===== src/rtl/rgb_palette_packer.sv =====
// Quantises 24-bit RGB pixels to 3-bit colour codes and packs PIX_PER_WORD codes
// per output word, flushing a partial word at end of line.
module rgb_palette_packer #(
  parameter int          PIX_PER_WORD = 8,
  parameter logic [7:0]  THRESH       = 8'h80,
  localparam int         DW           = 3 * PIX_PER_WORD,
  localparam int         CW           = $clog2(PIX_PER_WORD + 1)
) (
  input  logic          clk,
  input  logic          rst_n,
  input  logic          in_valid,
  output logic          in_ready,
  input  logic [7:0]    in_r,
  input  logic [7:0]    in_g,
  input  logic [7:0]    in_b,
  input  logic          in_eol,
  input  logic          line_clr,
  output logic          out_valid,
  input  logic          out_ready,
  output logic [DW-1:0] out_data,
  output logic [CW-1:0] out_count,
  output logic          out_eol
);

  typedef enum logic {EMPTY, FILLING} state_t;

  function automatic logic [2:0] quantise(input logic [7:0] r, input logic [7:0] g,
                                          input logic [7:0] b);
    return {r >= THRESH, g >= THRESH, b >= THRESH};
  endfunction

  state_t        state_q, state_d;
  logic [CW-1:0] cnt_q, cnt_d;
  logic [DW-1:0] acc_q, acc_d;
  logic          out_valid_q, out_valid_d;
  logic [DW-1:0] out_data_q, out_data_d;
  logic [CW-1:0] out_count_q, out_count_d;
  logic          out_eol_q, out_eol_d;

  logic          in_xfer;
  logic [2:0]    code;
  logic [CW-1:0] base_cnt;
  logic [DW-1:0] base_acc;
  logic [DW-1:0] ins;
  logic          complete;

  assign in_ready  = !out_valid_q || out_ready;
  assign out_valid = out_valid_q;
  assign out_data  = out_data_q;
  assign out_count = out_count_q;
  assign out_eol   = out_eol_q;

  always_comb begin
    in_xfer = in_valid && in_ready;
    code    = quantise(in_r, in_g, in_b);
    // line_clr takes effect before a same-cycle pixel, so that pixel lands in slot 0
    base_cnt = (line_clr || state_q == EMPTY) ? '0 : cnt_q;
    base_acc = line_clr ? '0 : acc_q;
    ins      = base_acc;
    for (int k = 0; k < PIX_PER_WORD; k++) begin
      if (base_cnt == CW'(k)) ins[3*k +: 3] = code;
    end
    complete = in_xfer && (in_eol || base_cnt == CW'(PIX_PER_WORD - 1));

    cnt_d       = base_cnt;
    acc_d       = base_acc;
    out_valid_d = out_valid_q && !out_ready;
    out_data_d  = out_data_q;
    out_count_d = out_count_q;
    out_eol_d   = out_eol_q;

    if (complete) begin
      // in_xfer guarantees the output register is empty or being drained this edge
      out_valid_d = 1'b1;
      out_data_d  = ins;
      out_count_d = base_cnt + CW'(1);
      out_eol_d   = in_eol;
      cnt_d       = '0;
      acc_d       = '0;
    end else if (in_xfer) begin
      cnt_d = base_cnt + CW'(1);
      acc_d = ins;
    end

    state_d = (cnt_d == '0) ? EMPTY : FILLING;
  end

  always_ff @(posedge clk or negedge rst_n) begin
    if (!rst_n) begin
      state_q     <= EMPTY;
      cnt_q       <= '0;
      acc_q       <= '0;
      out_valid_q <= 1'b0;
      out_data_q  <= '0;
      out_count_q <= '0;
      out_eol_q   <= 1'b0;
    end else begin
      state_q     <= state_d;
      cnt_q       <= cnt_d;
      acc_q       <= acc_d;
      out_valid_q <= out_valid_d;
      out_data_q  <= out_data_d;
      out_count_q <= out_count_d;
      out_eol_q   <= out_eol_d;
    end
  end

endmodule


===== config.mk =====
export PLATFORM = sky130hd
export DESIGN_NAME = rgb_palette_packer
export DESIGN_NICKNAME = d
export VERILOG_FILES = /design/src/rtl/rgb_palette_packer.sv
export SDC_FILE = /design/constraint.sdc
export NUM_CORES = 1
export LEC_CHECK = 0
export CAP_MARGIN = 10
export CORE_MARGIN = 2
export CORE_UTILIZATION = 55
export DETAILED_ROUTE_END_ITERATION = 8
export PLACE_DENSITY = 0.95
export SYNTH_ARGS = -nofsm -noshare
export SYNTH_HDL_FRONTEND = slang
export SYNTH_SLANG_ARGS = --single-unit

===== constraint.sdc =====
create_clock -name clk -period 6.15 [get_ports clk]
set_input_delay 1.845 -clock clk [delete_from_list [all_inputs] [get_ports clk]]
set_output_delay 1.845 -clock clk [all_outputs]
set_load 0.1 [all_outputs]

==> results.yml <==
critical_path:
  critPathCaptureType: "output pin"
  crit_path_max_incr_delay_ns: 0.48
  cp.required_ns: 4.30
  critical_path_arrival_ns: 3.19
  worstSetupPathType: "input port to output pin"
  critPathMaxFanout: 13
  crit_path_start_kind: "input port"
  crit_chain: "clkdlybuf4s50_1 > nand2b_1 > buf_4"
  slowest_stage: "nand2b_1"
floorplanning:
  die-area_um2: 6130
  initial_core_util: 0.562
  num_rows: 27
  die_w_um: 78.3
  core-area_um2: 5410
  pin_count: 61
  die_h_um: 78.3
clock_network:
  htree_levels: 3
  clock-root-buffer: "clkbuf_8"
  cts_sinks: 59
  cts-hold-fix-buffers: 0
  clk_path_buf_depth: 2
  worstSkewPairLatency_ns: 0.35
  cts_tree: "built"
  clkTransAtPathRegs_ns: 0.06
  post_cts_buffers: 0
  cts_resized: 0
  cts-buffers-inserted: 9
synth:
  synth_fa_ha_area_frac: 0.0165
  synth_area_um2: 3040
  synth_top_family_by_area: "simple AND/OR/NAND/NOR gates"
  syn_area_per_cell_um2: 10.3
  synth-compound-area-share: 0.143
  async_flop_share: 1.00
  synth.area.top_cells: "dfrtp_1, mux2i_1, o21ai_0, nor2b_1, nor2_1"
  syn_inst: 294
  synth_edf_count: 0
  synth_fp_nets: 328
  ys_seq_elements: 59
  synth_xor_area_frac: 0.00866
  ys_types: 35
  synth_area_leader_cell: "dfrtp_1"
  synthMuxAreaShare: 0.148
  synth_top_area_frac: 0.486
  ys.flop_type: "dfrtp_1"
  synth_warnings: 0
  seq_area_frac_synth: 0.486
  synth-simple-area-share: 0.149
hold_path:
  hold_path.class: "register to register"
global_route:
  grt_pass1_wl_um: 11700
  grt_pass1_vias: 2353
  grt_use_total: 0.249
  grt_overflow: 0
  antenna_found_initial: 0
  grt_max_degree: 60
pwr:
  p_sw_frac: 0.286
  p_sw_mw: 0.248
  clkPwrFrac: 0.404
  p_leak_nw: 1.80
  internal_power_mw: 0.620
  p_per_area_nw_per_um2: 242
  seq_power_share: 0.462
  max-vdd-ir-drop_uv: 174
  power_frac_comb: 0.134
detailed_routing:
  wire_per_inst_um: 17.4
  vias_per_cell: 5.88
  drc: 0
  wl_met3_um: 321
  drt-total-wl_um: 6990
  drt_iter0_drc: 269
  dr_wl_met2_um: 3600
  routed.top_layer: "met4"
  via_count: 2365
  dr.pass1.iters: 5
  ant_nets: 0
  wl_met1_um: 2860
placed_design:
  dp_hpwl_um: 4360
  io_buffers: 39
  place_congestion: 0.821
sta:
  finalCritPeriodShare: 0.818
  max_freq_mhz: 199
  finalClockSkew_ns: 0.00910
  slew_violations: 0
  finalSetupViolCount: 0
  relSlewSlack: 0.342
  rsz0062_at_grt: "no"
  hold_viol: 0
  final.setup.tns_ns: 0
  tightest_slew_ns: 0.984
  min_period_ns: 5.03
flow_run:
  maxCapViolations: 0
finish:
  mostFrequentLayoutCells: "dfrtp_1, o21ai_0, mux2i_1, clkdlybuf4s50_1, nor2_1"
  post-route-util: 0.665
  diodes: 0
  layout_commonest_cell: "dfrtp_1"
  nNetsFinal: 359
  area_growth_pct: 18.5
  drive_gt1_frac: 0.0909
run_status:
  status: "completed"
-- sequential cells by signal, summed over array words and instances (netlist names) --
name       count
cnt_q          4
out_data      24
out_count      4
out_valid      1
state_q        1
acc_q         24
out_eol        1
-- power by group through the flow --
stage | sequential, mW | combinational (mW) | clock [mW]
after CTS | 0.401 | 0.117 | 0.354
after global placement | 0.407 | 0.113 | 0
after global routing | 0.402 | 0.123 | 0.371
after detailed placement | 0.408 | 0.116 | 0
final | 0.401 | 0.117 | 0.351
after floorplan | 0.449 | 0.0404 | 0
-- layer usage --
layer  track usage  up-vias
li1              -     1087
met1         0.314     1170
met2         0.409       89
met3        0.0414       19
met4         0.139        0
met5             0        -
-- worst paths after layout --
| path | start | end | slack (ns) | cells past startpoint |
|---|---|---|---|---|
| min in group asynchronous | rst_n | out_data[5]$_DFFE_PN0P_ | 1.63 | 2 |
| hold reg to reg | out_data[23]$_DFFE_PN0P_ | out_data[23]$_DFFE_PN0P_ | 0.50 | 2 |
| setup reg to reg | out_valid$_DFF_PN0_ | acc_q[17]$_DFF_PN0_ | 3.35 | 5 |
| max in group asynchronous | rst_n | acc_q[22]$_DFF_PN0_ | 4.02 | 2 |
| setup / recovery | out_ready | in_ready | 1.12 | 3 |
| hold / removal | out_data[23]$_DFFE_PN0P_ | out_data[23]$_DFFE_PN0P_ | 0.50 | 2 |
-- worst max-delay path: cells and delay by family --
kind                   cells  cell delay, ns
buffers and inverters      2            0.86
AND/OR/NAND/NOR            1            0.48
-- final cells by class --
| class | count | area (um^2) |
|---|---|---|
| fillers | 388 | 1810 |
| multi-input cells | 210 | 1410 |
| inverters | 2 | 7.51 |
| flip-flops and latches | 59 | 1480 |
| clock buffers | 12 | 145 |
| well taps | 72 | 90.1 |
| repair buffers | 43 | 413 |
| clock inverters | 4 | 50.0 |
-- logic make-up after synthesis --
| group | count (synthesis) |
|---|---|
| compound gates | 77 |
| xor+xnor | 3 |
| fa+ha+maj | 4 |
| buf+inv | 25 |
| flops | 59 |
| mux | 45 |
| simple gates | 81 |
-- stage by stage --
step | power [mW] | instances | setup WS (ns) | cell area [um^2] | hold slack (ns)
CTS | 0.871 | 402 | 1.17 | 3600 | 0.513
global placement | 0.521 | 386 | 1.21 | 3400 | 0.489
floorplan | 0.490 | 294 | 1.30 | 3040 | 0.583
global route | 0.897 | 402 | 1.12 | 3600 | 0.539
detailed placement | 0.524 | 386 | 1.18 | 3400 | 0.498
finish | 0.868 | 402 | 1.12 | 3600 | 0.504
-- cell usage after synthesis (2+ instances only) --
library cell,instances
buf_2,5
nand2_1,10
o21ai_1,5
inv_1,2
buf_6,5
dfrtp_1,59
o21ai_2,2
and2b_2,5
a21oi_1,2
nand3b_1,2
nand4_1,4
mux2i_1,45
nand2b_4,2
o2111ai_1,4
and2_1,5
clkbuf_1,11
nand3_1,4
xor2_1,2
ha_1,4
o21ai_0,57
nor2_1,25
nor2b_1,20
buf_4,2
No activity file was read; power rests on OpenSTA's default activity.
